$ cat config.mk
export PLATFORM = sky130hd
export DESIGN_NAME = fetch_stage
export DESIGN_NICKNAME = d
export VERILOG_FILES = /design/src/rtl/riscv_pkg.sv /design/src/rtl/fetch_fifo.sv /design/src/rtl/fetch_stage.sv
export SDC_FILE = /design/constraint.sdc
export NUM_CORES = 1
export LEC_CHECK = 0
export BUFFER_PORTS_ARGS = -buffer_cell sky130_fd_sc_hd__buf_2
export CELL_PAD_IN_SITES_DETAIL_PLACEMENT = 1
export CELL_PAD_IN_SITES_GLOBAL_PLACEMENT = 1
export CORE_ASPECT_RATIO = 1.4
export CORE_MARGIN = 10
export CORE_UTILIZATION = 49
export DETAILED_ROUTE_END_ITERATION = 8
export PLACE_DENSITY_LB_ADDON = 0.2
export SLEW_MARGIN = 30
export SYNTH_ARGS = -nofsm -noshare
export SYNTH_HDL_FRONTEND = slang
export SYNTH_SLANG_ARGS = --single-unit
$ cat constraint.sdc
create_clock -name clk -period 10 [get_ports clk]
set_input_delay 1 -clock clk [delete_from_list [all_inputs] [get_ports clk]]
set_output_delay 1 -clock clk [all_outputs]
set_load 0.02 [all_outputs]
$ cat src/rtl/riscv_pkg.sv
`default_nettype none
// ============================================================================
// Module   : riscv_pkg
// Brief    : Shared constants and types for the 5-stage RV pipeline.
// Revision : 1.0 - initial release
// ============================================================================
package riscv_pkg;

    localparam int unsigned XLEN      = 32;
    localparam int unsigned PC_STEP   = 4;
    localparam logic [31:0] NOP_INSTR = 32'h0000_0013;

    typedef logic [31:0] instr_t;

endpackage
`default_nettype wire

$ cat src/rtl/fetch_fifo.sv
`default_nettype none
// ============================================================================
// Module   : fetch_fifo
// Brief    : Fetch buffer; circular FIFO with synchronous clear and count.
// Revision : 1.0 - initial release
// ============================================================================
module fetch_fifo #(
    parameter int unsigned WIDTH = 64,
    parameter int unsigned DEPTH = 2
) (
    input  logic                       clk,
    input  logic                       rst,
    input  logic                       clear,
    input  logic                       push,
    input  logic [WIDTH-1:0]           push_data,
    input  logic                       pop,
    output logic [WIDTH-1:0]           pop_data,
    output logic [$clog2(DEPTH+1)-1:0] count
);

    localparam int unsigned c_PW = (DEPTH > 1) ? $clog2(DEPTH) : 1;
    localparam int unsigned c_CW = $clog2(DEPTH + 1);

    logic [WIDTH-1:0] r_mem [DEPTH];
    logic [c_PW-1:0]  r_wptr;
    logic [c_PW-1:0]  r_rptr;
    logic [c_CW-1:0]  r_count;
    logic             w_do_push;
    logic             w_do_pop;

    function automatic logic [c_PW-1:0] ptr_inc(input logic [c_PW-1:0] p);
        return (p == c_PW'(DEPTH - 1)) ? '0 : p + 1'b1;
    endfunction

    assign w_do_pop  = pop  && (r_count != '0);
    assign w_do_push = push && (r_count != c_CW'(DEPTH));

    always_ff @(posedge clk) begin
        if (rst || clear) begin
            r_wptr  <= '0;
            r_rptr  <= '0;
            r_count <= '0;
        end else begin
            if (w_do_push) begin
                r_wptr <= ptr_inc(r_wptr);
            end
            if (w_do_pop) begin
                r_rptr <= ptr_inc(r_rptr);
            end
            r_count <= r_count + c_CW'(w_do_push) - c_CW'(w_do_pop);
        end
    end

    // Storage needs no reset: only entries below r_count are ever read.
    always_ff @(posedge clk) begin
        if (w_do_push && !clear && !rst) begin
            r_mem[r_wptr] <= push_data;
        end
    end

    assign pop_data = r_mem[r_rptr];
    assign count    = r_count;

endmodule
`default_nettype wire

$ cat src/rtl/fetch_stage.sv
`default_nettype none
// ============================================================================
// Module   : fetch_stage
// Brief    : IF stage: PC, credit-limited imem requests, fetch buffer, IF/ID.
//            Optional FETCH_PERF_EN adds perf_fetched / perf_bubbles counters.
// Revision : 1.0 - initial release
// ============================================================================
module fetch_stage
    import riscv_pkg::*;
#(
    parameter int unsigned       WIDTH      = XLEN,
    parameter logic [WIDTH-1:0]  RESET_PC   = '0,
    parameter int unsigned       FIFO_DEPTH = 2
) (
    input  logic             clk,
    input  logic             rst,
    output logic             imem_req,
    output logic [WIDTH-1:0] imem_addr,
    input  logic             imem_ready,
    input  logic             imem_rvalid,
    input  logic [31:0]      imem_rdata,
    input  logic             stall,
    input  logic             flush,
    input  logic [WIDTH-1:0] branch_target,
    output logic [WIDTH-1:0] pc,
    output logic [31:0]      instruction,
    output logic             valid
`ifdef FETCH_PERF_EN
    ,
    output logic [31:0]      perf_fetched,
    output logic [31:0]      perf_bubbles
`endif
);

    localparam int unsigned      c_CW          = $clog2(FIFO_DEPTH + 1);
    localparam logic [WIDTH-1:0] c_STEP        = WIDTH'(PC_STEP);
    localparam logic [0:0]       c_ST_RUN      = 1'b0;
    localparam logic [0:0]       c_ST_REDIRECT = 1'b1;

    logic [0:0]          r_state;
    logic [0:0]          w_state_next;
    logic [WIDTH-1:0]    r_fetch_pc;
    logic [WIDTH-1:0]    r_resp_pc;
    logic [c_CW-1:0]     r_outstanding;
    logic [c_CW-1:0]     r_discard;
    logic [c_CW-1:0]     w_out_next;
    logic [c_CW-1:0]     w_fifo_count;
    logic [WIDTH+31:0]   w_fifo_rdata;
    logic                w_credit_ok;
    logic                w_issue;
    logic                w_keep;
    logic                w_pop;
    logic [WIDTH-1:0]    r_pc;
    instr_t              r_instr;
    logic                r_valid;

    // Credits cover both words in flight and words already buffered.
    assign w_credit_ok = ({1'b0, r_outstanding} + {1'b0, w_fifo_count})
                         < (c_CW + 1)'(FIFO_DEPTH);
    assign w_issue     = imem_req && imem_ready;
    assign w_keep      = imem_rvalid && !flush && (r_discard == '0);
    assign w_pop       = !stall && !flush && (w_fifo_count != '0);
    assign w_out_next  = r_outstanding + c_CW'(w_issue) - c_CW'(imem_rvalid);

    // FSM: state register
    always_ff @(posedge clk) begin
        if (rst) begin
            r_state <= c_ST_RUN;
        end else begin
            r_state <= w_state_next;
        end
    end

    // FSM: next state
    always_comb begin
        w_state_next = c_ST_RUN;
        case (r_state)
            c_ST_RUN:      w_state_next = flush ? c_ST_REDIRECT : c_ST_RUN;
            c_ST_REDIRECT: w_state_next = flush ? c_ST_REDIRECT : c_ST_RUN;
            default:       w_state_next = c_ST_RUN;
        endcase
    end

    // FSM: outputs
    always_comb begin
        imem_req = 1'b0;
        if (!rst && !flush && (r_state == c_ST_RUN) && w_credit_ok) begin
            imem_req = 1'b1;
        end
    end

    assign imem_addr = r_fetch_pc;

    always_ff @(posedge clk) begin
        if (rst) begin
            r_fetch_pc    <= RESET_PC;
            r_resp_pc     <= RESET_PC;
            r_outstanding <= '0;
            r_discard     <= '0;
        end else begin
            r_outstanding <= w_out_next;
            if (flush) begin
                // Everything still in flight after this cycle belongs to the old path.
                r_fetch_pc <= branch_target;
                r_resp_pc  <= branch_target;
                r_discard  <= w_out_next;
            end else begin
                if (w_issue) begin
                    r_fetch_pc <= r_fetch_pc + c_STEP;
                end
                if (w_keep) begin
                    r_resp_pc <= r_resp_pc + c_STEP;
                end
                if (imem_rvalid && (r_discard != '0)) begin
                    r_discard <= r_discard - 1'b1;
                end
            end
        end
    end

    fetch_fifo #(
        .WIDTH (WIDTH + 32),
        .DEPTH (FIFO_DEPTH)
    ) u_fifo (
        .clk       (clk),
        .rst       (rst),
        .clear     (flush),
        .push      (w_keep),
        .push_data ({r_resp_pc, imem_rdata}),
        .pop       (w_pop),
        .pop_data  (w_fifo_rdata),
        .count     (w_fifo_count)
    );

    always_ff @(posedge clk) begin
        if (rst) begin
            r_pc    <= '0;
            r_instr <= NOP_INSTR;
            r_valid <= 1'b0;
        end else if (flush) begin
            r_instr <= NOP_INSTR;
            r_valid <= 1'b0;
        end else if (!stall) begin
            if (w_pop) begin
                r_pc    <= w_fifo_rdata[WIDTH+31:32];
                r_instr <= w_fifo_rdata[31:0];
                r_valid <= 1'b1;
            end else begin
                r_instr <= NOP_INSTR;
                r_valid <= 1'b0;
            end
        end
    end

    assign pc          = r_pc;
    assign instruction = r_instr;
    assign valid       = r_valid;

`ifdef FETCH_PERF_EN
    logic [31:0] r_perf_fetched;
    logic [31:0] r_perf_bubbles;

    // With stall low, IF/ID goes invalid next cycle exactly when nothing is popped.
    always_ff @(posedge clk) begin
        if (rst) begin
            r_perf_fetched <= '0;
            r_perf_bubbles <= '0;
        end else begin
            if (w_pop) begin
                r_perf_fetched <= r_perf_fetched + 32'd1;
            end
            if (!stall && !w_pop) begin
                r_perf_bubbles <= r_perf_bubbles + 32'd1;
            end
        end
    end

    assign perf_fetched = r_perf_fetched;
    assign perf_bubbles = r_perf_bubbles;
`endif

endmodule
`default_nettype wire

=== After elaboration in Yosys (flattened, before gate mapping) ===
Memories as Yosys holds them, arrays and structs flattened. A register that Yosys moved wholly into a read port is not among the register bits.
Index checks and enable logic that the tools add are counted.

* Add/sub/neg operators: 10
* Order comparisons: 1
* Equality and inequality tests: 1
* Mux-type cells: 16
* Bitwise gates (word level): 3
* Reduce and logical (&&, ||, !) cells: 25

{| class="wikitable"
|+ Operators by type and width
! cell !! number
|-
| 32-bit 2-to-1 mux || 5
|-
| 32-bit by 3-bit adder with 32-bit output, second input constant || 2
|-
| 1-bit logical AND || 13
|-
| 2-bit nonzero test || 5
|-
| 1-bit 2-to-1 mux || 9
|-
| 2-bit by 1-bit adder with 2-bit output || 2
|-
| 2-bit 2-to-1 mux || 2
|-
| 2-bit by 1-bit subtractor with 2-bit output || 2
|-
| 2-bit by 2-bit adder with 3-bit output || 1
|-
| 1-bit logical NOT || 3
|-
| 3-bit by 2-bit < comparator with 1-bit output, second input constant || 1
|-
| 1-bit inverter || 3
|-
| 3-bit AND reduction || 1
|-
| 1-bit adder, second input constant || 2
|-
| 2-bit logical NOT || 1
|-
| 2-bit inequality test, second input constant || 1
|-
| 2-bit OR reduction || 1
|-
| 2-bit by 1-bit subtractor with 2-bit output, second input constant || 1
|-
| 1-bit logical OR || 1
|}

* Flip-flop bits (word level): 138
* Bits in writable memories: 128
* Bits of input ports: 70
* Output and inout port bits: 98
* Logic and storage cells: 68
* Memories kept: 1

{| class="wikitable"
|+ Memories
! memory !! depth !! width !! rd ports !! clocked after memory_dff !! wr ports !! line !! RTL
|-
| u_fifo.r_mem || 2 || 64 || 1 || 1 || 1 || fetch_fifo.sv:24 || <nowiki>logic [WIDTH-1:0] r_mem [DEPTH];</nowiki>
|}

=== Logic depth before layout (Yosys ltp) ===
Gate-level depths: netlist (run 1).

* Word-level depth: 9
* Depth in mapped cells: 13
* Depth with buffers taken out: 12

=== Hierarchy ===
A second synthesis (run 1) with hierarchy kept.

* Cells, all modules: 969
* Area, all modules: 11354.6 um^2

{| class="wikitable"
|+ Modules (own cells, without submodules)
! module !! times used !! cells an instance !! area an instance (um^2) !! sequential area each (um^2)
|-
| fetch_stage || 1 || 746 || 6200.9 || 2682.6
|-
| fetch_fifo || 1 || 223 || 5153.7 || 3943.8
|}

=== Worst setup path before layout (run 1) ===
OpenSTA, ideal clock, no wires.

* Path type: input to register
* From: in imem_rvalid
* To: mem u_fifo.r_mem[1][0], enable pin
* Library setup time: 0.578 ns
* Data arrival time: 6.343 ns
* Required time: 9.422 ns
* Setup slack: 3.079 ns
* Stages: 4
* Buffers on the path: 1
* Cells stage by stage: nand2_1 clkbuf_1 or3_1 nor3b_1

* Word-level cells in the longest chain between the ends: 7

{| class="wikitable"
|+ Ends and longest elaborated chain
! what !! line !! RTL
|-
| from (decl) || fetch_stage.sv:20 || <nowiki>input logic imem_rvalid,</nowiki>
|-
| 1-bit logical AND (2 in a row) || fetch_stage.sv:61 || <nowiki>assign w_keep = imem_rvalid && !flush && (r_discard == '0);</nowiki>
|-
| 1-bit logical AND || fetch_fifo.sv:36 || <nowiki>assign w_do_push = push && (r_count != c_CW'(DEPTH));</nowiki>
|-
| 1-bit logical AND (2 in a row) || fetch_fifo.sv:56 || <nowiki>if (w_do_push && !clear && !rst) begin</nowiki>
|-
| 1-bit 2-to-1 mux || fetch_fifo.sv:56 ||
|-
| 1-bit 2-to-1 mux (not written as such) || fetch_fifo.sv:57 || <nowiki>r_mem[r_wptr] <= push_data;</nowiki>
|-
| to (decl) || fetch_fifo.sv:24 ||
|}

No other way between the ends.

=== Worst setup path after layout (run 1) ===
* From: in flush
* To: out imem_req

* Word-level cells in the longest chain between the ends: 5

{| class="wikitable"
|+ Ends and longest elaborated chain
! what !! line !! RTL
|-
| from (decl) || fetch_stage.sv:23 || <nowiki>input logic flush,</nowiki>
|-
| 1-bit logical NOT || fetch_stage.sv:87 || <nowiki>if (!rst && !flush && (r_state == c_ST_RUN) && w_credit_ok) begin</nowiki>
|-
| 1-bit logical AND (3 in a row) || fetch_stage.sv:87 ||
|-
| 1-bit 2-to-1 mux || fetch_stage.sv:87 ||
|-
| to (decl) || fetch_stage.sv:17 || <nowiki>output logic imem_req,</nowiki>
|}

No other way between the ends.

==> results of run 1 <==
==> cell usage after synthesis, drive strengths merged (2+ instances only) <==
cell type  instances  area share (%)
dfxtp            139              26
edfxtp           128              36
nor2              88             3.1
a211oi            41             2.9
a21oi             39             1.8
nand2             39             1.4
mux2i             37             3.5
clkbuf            35             1.2
a21boi            32             2.2
xnor2             32             2.6
a22oi             29             2.0
inv               29             1.0
mux2              29             3.1
xor2              28             2.3
nand3             23             1.1
nand4             23             1.9
buf               18            0.93
nor4              15             1.6
nor3              10            0.52
and3               9            0.53
and2               7            0.41
and4               7            0.59
ha                 7            0.82
o21a               6            0.42
o21ai              4            0.19
o21bai             4            0.28
nor2b              3            0.18
a31oi              2            0.12
o311ai             2            0.16
o32ai              2            0.16
or3                2            0.12
==> logic make-up after synthesis <==
logic type	after synthesis
flip-flops	267
AND/OR/NAND/NOR	230
AO/OA/AOI/OAI	163
buffers and inverters	83
multiplexers	66
XOR/XNOR	60
adder cells (fa/ha/maj)	8
==> per-layer routing <==
layer,global-route usage [%],vias to the layer above,wire [um]
li1,-,3488,-
met1,24.04,3620,11430
met2,31.35,195,13220
met3,3.586,28,1750
met4,4.862,0,576
met5,0,-,0
==> final cells by class <==
type | count | area (um2) | area share [%]
flip-flops and latches | 267 | 6630 | 52.68
clock inverters | 11 | 135.1 | 1.074
multi-input cells | 527 | 3734 | 29.67
repair buffers | 176 | 907.1 | 7.208
clock buffers | 34 | 700.7 | 5.568
inverters | 30 | 112.6 | 0.8948
well taps | 292 | 365.4 | 2.903
==> state kept, by name (all words and copies together), names as in the netlist, named ones only <==
name and cells:
imem_addr 32, instruction 32, pc 32, r_discard 2
r_outstanding 2, r_resp_pc 32, r_state 1, u_fifo.count 2
u_fifo.r_mem 128, u_fifo.r_rptr 1, u_fifo.r_wptr 1, valid 1
==> metrics by stage <==
step	util, %	std cells
after floorplan	-	877
after global placement	54.98	1292
after detailed placement	54.98	1292
after CTS	58.89	1337
after global routing	58.91	1337
final	58.91	1337
==> cell usage in the layout, fill, tap and decap left out, types with 3 or more instances in the layout <==
master,Yosys,layout
nand3_1,23,23
buf_4,1,8
clkinv_2,0,4
nor2_1,88,87
nor2b_1,3,3
nor3_1,9,8
inv_1,29,29
clkbuf_8,0,4
and4_1,6,6
buf_2,4,167
a211oi_1,40,40
a21boi_1,21,21
o21bai_1,4,4
o21a_1,6,6
xnor2_1,32,32
bufinv_16,0,3
mux2i_1,37,37
and3_1,9,9
xor2_1,28,28
a21boi_0,11,11
and2_1,7,7
clkbuf_1,35,4
nand4_4,3,3
nand4_1,18,18
a22oi_1,29,29
mux2_2,29,29
edfxtp_1,128,128
nor4_2,10,10
nor4_1,4,4
nand2_1,38,38
dfxtp_1,139,138
o21ai_0,3,3
clkbuf_16,0,25
ha_1,7,7
a21oi_1,39,39
==> power by group through the flow <==
stage | Combinational, uW | Clock [uW] | Sequential, uW
final | 165 | 966 | 1220
after global routing | 183 | 1030 | 1220
after CTS | 167 | 982 | 1220
after detailed placement | 165 | 0 | 1240
after global placement | 161 | 0 | 1240
after floorplan | 93.1 | 0 | 1250
==> worst max-delay path by stage <==
stage                         endpoint  depth (start not counted)  slack [ns]   startpoint
finish                        imem_req                          4        6.73        flush
global route              r_discard[1]                         13        6.57          rst
CTS                           imem_req                          4        6.72        flush
detailed placement        r_discard[1]                         13        6.24          rst
global placement          r_discard[1]                         13        6.36          rst
floorplan           u_fifo.r_mem[1][0]                          4        3.08  imem_rvalid
==> flow_summary.toml, run 1 <==
[outcome]
status = "finished, final reports clean"

[drt]
num_vias = 7331
vias_per_cell = 5.483
drt_pre_antenna_iters = 6
routed_wl_um = 26970
avgRoutedWirePerCell_um = 20.17
ant_nets = 0
drt_iter0_markers = 313
drc = 0

[critical_path]
worst_ep_arrival_time_ns = 2.27
cpMostUsedCell = "buf_2"
cpPeakStageDelay_ns = 0.47
crit_family = "simple AND/OR/NAND/NOR gates"
reg2reg_to = "r_discard[1]"
startpoint_type = "primary input"
cp_max_fo = 40
crit_required_ns = 9.00
slowest_stage = "or2_2"
reg2reg_setup_slack_ns = 7.04
worst-setup-path-type = "primary input to output pin"
worst-r2r-cell-count = 13
end_kind = "output pin"
worstReg2RegStart = "u_fifo.count[0]"
crit_buf_inv = 2
crit_chain = "buf_2 -> or2_2 -> nor4_1 -> buf_2"

[clocking]
numCtsBuffers = 25
htree_levels = 1
cts_setup_buffers = 0
cts_resized = 0
hold_buffers = 0
clkTransAtPathRegs_ns = 0.07
cts_buffer_depth = 3
clock_tree.root_cell = "clkbuf_16"
clkLatencyLatePin_ns = 0.51
cts_sinks = 267
tritoncts = "done"

[synth]
syn-mean-instance-area_um2 = 12.18
yosys.area_share.adder_pct = 1.007
seq_area_frac_synth_pct = 62.01
synth-simple-area-share_pct = 11.80
syn_area_um2 = 10690
yosysUniqueCellTypes = 52
syn_inst = 877
synth-xor-area-share_pct = 4.918
synth_warnings = 0
synth_compound_area_share_pct = 10.53
syn_nets = 955
synth_edf_count = 128
synthMuxAreaShare_pct = 6.522
synth_seq_cells = 267
synth_top_flop_cell = "dfxtp_1"
synth_top_family_by_area = "simple AND/OR/NAND/NOR gates"
async_flop_share_pct = 0

[power]
power.density_nw_per_um2 = 186.7
p_sw_uw = 533.1
p_leak_uw = 0.004644
vdd_drop_max_mv = 0.1105
finalPower_uw = 2350
p_seq_share_pct = 51.9
p_int_uw = 1817
p_clk_share_pct = 41.1
switching_share_pct = 22.69
p_comb_share_pct = 7.0

[placed_design]
place_congestion = 0.8462
place_area_um2 = 11750
pre_cts_slack_ns = 6.238
io_buffers = 167
dp_hpwl_um = 18040

[floorplanning]
chipHeight_um = 194.7
ios = 168
die_area_um2 = 28200
core_um2 = 21360
start_util_pct = 50.02
row_count = 63
die_w_um = 144.8

[timing]
fin_skew_ns = 0.01172
fin_crit_ns = 3.267
maxSlewHeadroom_pct = 37.83
rsz0062_at_grt = "no"
setup-violations-final = 0
fin_crit_sh_pct = 32.67
tightest_slew_ns = 0.9292
maxSlewViolCount = 0
setup_ws_ns = 6.733
max_freq_mhz = 306.1
hold_ws_ns = 0.4583
hold_viol = 0
finalSetupTns_ns = 0

[finish]
n_antenna_cell = 0
n_fill_cell = 2271
syn2layout_area_growth_pct = 17.78
design_area_um2 = 12580
drive_above_1_share_pct = 25.93
final_net_count = 1105

[global_route]
grt_pass1_wl_um = 42730
antenna_found_initial = 0
track_usage_pct = 18.71
grt_overflow = 0
grt_max_degree = 98
grt_pass1_vias = 7883

[worst_hold_path]
whs_endpoint = "u_fifo.r_mem[1][32]"
worstHoldStart = "r_resp_pc[0]"
hold_path.class = "flop to flop"
hold_depth = 0

[job]
drv_cap = 0
Note: power is estimated with default switching activity, not from simulation.
==> inputs of run 2 (changes only) <==
ABC_AREA = 1   (was unset)
CORE_UTILIZATION = 43   (was 49)
clock period = 3.13 ns   (was 10 ns; I/O delays follow)
==> flow_summary.toml, run 2 <==
[placed_design]
io_buffers = 167
dp_hpwl_um = 23620
numPlacedInstances = 1795
place_congestion = 0.8491
place_area_um2 = 12560

[critical_path]
startpoint = "u_fifo.count[0]"
worst-r2r-cell-count = 11
worstReg2RegStart = "u_fifo.count[0]"
end_kind = "flop"
startpoint_type = "flop"
crit_required_ns = 3.54
reg2reg_setup_slack_ns = 0.67
worst_ep_arrival_time_ns = 2.87
cp_max_fo = 6
reg2reg_to = "r_discard[1]"
crit_end = "r_discard[1]"
worst-setup-path-type = "flop to flop"

[drt]
avgRoutedWirePerCell_um = 18.23
ant_nets = 0
drt_pre_antenna_iters = 5
num_vias = 9786
routed_wl_um = 34270
drc = 0
drt_iter0_markers = 379
vias_per_cell = 5.205

[finish]
regArea_um2 = 6628
fin_util_pct = 52.87
largest_register_ffs = 128
top_register = "u_fifo.r_mem"
n_fill_cell = 3126
final_net_count = 1614
drive_above_1_share_pct = 16.13
n_antenna_cell = 0
final_cell_mix = "nand2_1 (477), buf_2 (167), dfxtp_1 (138), edfxtp_1 (128), inv_1 (110)"
multiInputGateArea_um2 = 4138
syn2layout_area_growth_pct = 21.15
layout.cells.non_filler = 1880
layout_commonest_cell = "nand2_1"
design_area_um2 = 13840

[power]
vdd_drop_max_mv = 0.3550
p_leak_uw = 0.005620
p_comb_share_pct = 7.9
power.density_nw_per_um2 = 566.7
switching_share_pct = 23.85
p_seq_share_pct = 49.7
p_sw_uw = 1871
p_clk_share_pct = 42.4
p_int_uw = 5975

[timing]
tightest_slew_ns = 0.7202
fin_crit_sh_pct = 78.75
fin_skew_ns = 0.02074
finalSetupTns_ns = 0
maxSlewHeadroom_pct = 51.99
maxSlewViolCount = 0
fin_crit_ns = 2.465
setup-violations-final = 0
rsz0062_at_grt = "no"
max_freq_mhz = 405.7
hold_viol = 0

[synth]
synth_top_flop_cell = "dfxtp_1"
synth_top_area_share_pct = 33.64
syn_area_um2 = 11430
synthTopCellsByCount = "nand2_1 (477), dfxtp_1 (139), edfxtp_1 (128)"
yosysUniqueCellTypes = 34
syn_nets = 1423
syn_inst = 1345
seq_area_frac_synth_pct = 57.99
synth_warnings = 0
syn-mean-instance-area_um2 = 8.496
synth_area_leader_cell = "edfxtp_1"
yosysMostFrequentCell = "nand2_1"
ys_top_cells_by_area = "edfxtp_1 (34%), dfxtp_1 (24%), nand2_1 (16%), inv_1 (3.6%), a21oi_1 (3.3%)"
async_flop_share_pct = 0
synth_seq_cells = 267
synth_edf_count = 128

[clocking]
cts_buffer_depth = 3
tritoncts = "done"
hold_buffers = 36
htree_levels = 1
cts_setup_buffers = 0
cts_resized = 0
numCtsBuffers = 26
cts_sinks = 267
clock_tree.root_cell = "clkbuf_16"
clkTransAtPathRegs_ns = 0.06
clkLatencyLatePin_ns = 0.55

[global_route]
grt_pass1_vias = 10396
grt_max_degree = 97
antenna_found_initial = 0
grt_overflow = 0
grt_pass1_wl_um = 54460
track_usage_pct = 20.27

[floorplanning]
row_count = 70
die_w_um = 157.8
chipHeight_um = 212.9
start_util_pct = 43.64
die_area_um2 = 33590
core_um2 = 26190
ios = 168

[job]
drv_cap = 0

[outcome]
status = "finished, final reports clean"

[worst_hold_path]
hold_path.class = "primary input to flop"
==> run 2: cell types whose count changed after synthesis, sizes merged, moves of 41 or more <==
| cell | previous run | this run |
|---|---|---|
| a211oi | 41 | 0 |
| inv | 29 | 115 |
| nand2 | 39 | 481 |
| a31oi | 2 | 49 |
| o21ai | 4 | 76 |
| nand3 | 23 | 72 |
==> run 2: worst min-delay path by stage <==
| stage | cells past startpoint | endpoint | from | slack, ns |
|---|---|---|---|---|
| after floorplan | 0 | u_fifo.r_mem[0][0] | imem_rdata[0] | 0.41 |
| after global placement | 0 | u_fifo.r_mem[1][32] | r_resp_pc[0] | 0.43 |
| after detailed placement | 0 | u_fifo.r_mem[1][32] | r_resp_pc[0] | 0.44 |
| after CTS | 3 | r_resp_pc[0] | branch_target[0] | 0.04 |
| after global routing | 3 | imem_addr[16] | branch_target[16] | 0.07 |
| final | 3 | r_resp_pc[0] | branch_target[0] | 0.07 |
==> run 2: logic make-up after synthesis <==
group	share of synthesized area, %
compound gates	9.734
xor+xnor	1.150
fa+ha+maj	0.9416
buf+inv	6.000
flops	57.99
simple gates	24.19
==> run 2: stage by stage <==
stage | power, uW | worst slack, ns | hold WS, ns
detailed placement | 4558 | 0.6797 | 0.4364
finish | 7846 | 0.6651 | 0.06537
global route | 8138 | 0.4518 | 0.06607
CTS | 7918 | 0.6533 | 0.04245
floorplan | 4304 | -0.8685 | 0.4119
global placement | 4532 | 0.7652 | 0.4325
==> run 2: final cells by class <==
cell class | instances | area share [%]
clock buffer | 36 | 5.305
multi-input combinational | 909 | 29.89
tap | 324 | 2.928
timing repair buffer | 217 | 9.670
inverter | 115 | 3.136
clock inverter | 12 | 1.202
sequential | 267 | 47.87
==> run 2: metal layers <==
layer	part of all wire [%]	track usage [%]	up-vias
li1	-	-	4794
met1	41	23.21	4743
met2	52	37.74	201
met3	4.5	2.819	48
met4	2.4	6.173	0
met5	0	0	-
==> run 2: critical path, cell delays in order (launching register included) <==
cell and delay (ns):
dfxtp_1 0.35, nand2_1 0.06, inv_1 0.07, fa_1 0.41
nor2_1 0.23, nand4_4 0.20, ha_1 0.32, inv_1 0.04
ha_1 0.18, xnor2_1 0.18, xor2_1 0.23, o21ai_1 0.08
==> run 2: power by group through the flow <==
stage          sequential [uW]  clock (uW)  combinational, uW
2_1_floorplan             3980           0                323
3_3_place_gp              3970           0                563
3_5_place_dp              3980           0                583
4_1_cts                   3900        3390                624
5_1_grt                   3920        3530                692
6_report                  3900        3330                617
==> inputs of run 3 (changes only) <==
ABC_AREA = 0   (was 1)
CORE_UTILIZATION = 41   (was 43)
clock period = 2.1 ns   (was 3.13 ns; I/O delays follow)
==> flow_summary.toml, run 3 (synthesis results as in run 1) <==
[timing]
maxSlewViolCount = 0
fin_crit_sh_pct = 117.7
fin_skew_ns = 0.01215
setup-violations-final = 35
hold_ws_ns = 0.02312
fin_crit_ns = 2.472
setup_ws_ns = -0.3717
maxSlewHeadroom_pct = 57.82
tightest_slew_ns = 0.6311
rsz0062_at_grt = "yes"
max_freq_mhz = 404.6
hold_viol = 0

[critical_path]
worst-setup-path-type = "flop to flop"
startpoint_type = "flop"
worst_ep_arrival_time_ns = 2.87
end_kind = "flop"
crit_required_ns = 2.49
cp_max_fo = 2

[clocking]
clkLatencyLatePin_ns = 0.53
clock_tree.root_cell = "clkbuf_16"
cts_sinks = 267
numCtsBuffers = 26
cts_buffer_depth = 3
clkTransAtPathRegs_ns = 0.06
htree_levels = 1
tritoncts = "done"

[power]
power.density_nw_per_um2 = 821.1
p_leak_uw = 0.005401
vdd_drop_max_mv = 0.4977

[finish]
n_antenna_cell = 0
largest_register_ffs = 128
n_fill_cell = 2634
syn2layout_area_growth_pct = 30.67
layout_commonest_cell = "buf_2"
top_register = "u_fifo.r_mem"
final_net_count = 1196
layout.cells.non_filler = 1457
final_cell_mix = "buf_2 (166), dfxtp_1 (135), edfxtp_1 (128), nor2_1 (87)"
drive_above_1_share_pct = 31.99

[floorplanning]
chipHeight_um = 211.0
ios = 168
die_w_um = 156.4
die_area_um2 = 33010
core_um2 = 25550
row_count = 69
start_util_pct = 41.81

[drt]
vias_per_cell = 5.261
ant_nets = 0
drt_pre_antenna_iters = 4
wl_met1_um = 12230
num_vias = 7665
dr.max_layer_used = "met4"
wl_met3_um = 1445
drc = 0
routed_wl_um = 28920
avgRoutedWirePerCell_um = 19.85
drt_iter0_markers = 257
routed-wl-met2_um = 14710

[global_route]
grt_overflow = 0
grt_pass1_vias = 8238
grt_max_degree = 97
grt_pass1_wl_um = 45940
track_usage_pct = 17.20
antenna_found_initial = 0

[placed_design]
place_congestion = 0.8051
dp_hpwl_um = 19090
io_buffers = 167
numPlacedInstances = 1349

[outcome]
status = "complete, but fails checks"
violations = "negative setup slack"

[job]
drv_cap = 0

[worst_hold_path]
hold_path.class = "primary input to flop"
-- run 3: changes by cell type in the layout (fill, tap and decap cells not counted), sizes merged, moves of 29 or more --
cell / previous run / this run
o21ai: 76 / 4
inv: 116 / 30
a31oi: 49 / 2
xnor2: 3 / 32
a21boi: 0 / 32
a21oi: 75 / 39
a22oi: 0 / 29
mux2i: 0 / 37
buf: 181 / 224
nand3: 72 / 23
a211oi: 0 / 41
nand2: 481 / 39
mux2: 0 / 29
-- run 3: repair_timing --
action	in CTS	in global routing
pin swaps	33	28
hold buffers	42	0
endpoints found under the hold margin	81	0
resized for setup	50	13
buffers inserted	15	5
endpoints found under the setup margin	33	35
-- run 3: final timing paths --
check             depth (start not counted)  slack, ns             start            to
hold reg to reg                           2       0.46      imem_addr[0]  imem_addr[0]
hold / removal                            3       0.02  branch_target[4]  r_resp_pc[4]
setup / recovery                         12      -0.37  r_outstanding[0]  r_discard[1]
setup reg to reg                         12      -0.37  r_outstanding[0]  r_discard[1]
-- run 3: critical path, cell delays in order, from the launching register on --
cell and delay [ns]:
dfxtp_2 0.32, and2_4 0.14, fa_2 0.46, nor4b_4 0.36, nand2_4 0.08, ha_4 0.27, inv_2 0.03, ha_4 0.15
xor2_2 0.16, xnor2_2 0.13, nor2_1 0.06, a21oi_1 0.12, nor2_1 0.05
-- run 3: final cells by class --
type | count | area [um2] | share of cell area, %
flip-flops and latches | 267 | 6634 | 47.51
multi-input cells | 527 | 4145 | 29.69
repair buffers | 266 | 1821 | 13.04
clock buffers | 34 | 739.5 | 5.296
well taps | 319 | 399.1 | 2.859
inverters | 30 | 112.6 | 0.8065
clock inverters | 14 | 111.4 | 0.7976
-- run 3: through the flow --
step           power [uW]  setup TNS (ns)  utilization, %  area [um2]  setup slack [ns]
2_1_floorplan        6426         -129.55               -       10810            -1.080
3_3_place_gp         6776          -5.030           47.68       12190           -0.3366
3_5_place_dp         6809          -7.199           47.68       12190           -0.4314
4_1_cts             11610          -6.451           54.25       13860           -0.3525
5_1_grt             11940          -11.80           54.64       13960           -0.4992
6_report            11460          -7.959           54.64       13960           -0.3717
-- run 3: layer usage --
metal	track usage (%)	vias to the layer above
met1	20.93	3791
met4	5.024	0
li1	-	3675
met3	3.382	34
met2	30.08	165
met5	0	-
-- run 3: where the power goes --
part	total (uW)	internal [uW]	switching, uW	leakage, uW
logic	1080	496	583	0.00267
clock network	4590	2620	1970	0.000424
registers	5800	5640	155	0.00231
total	11500	8760	2710	0.00540
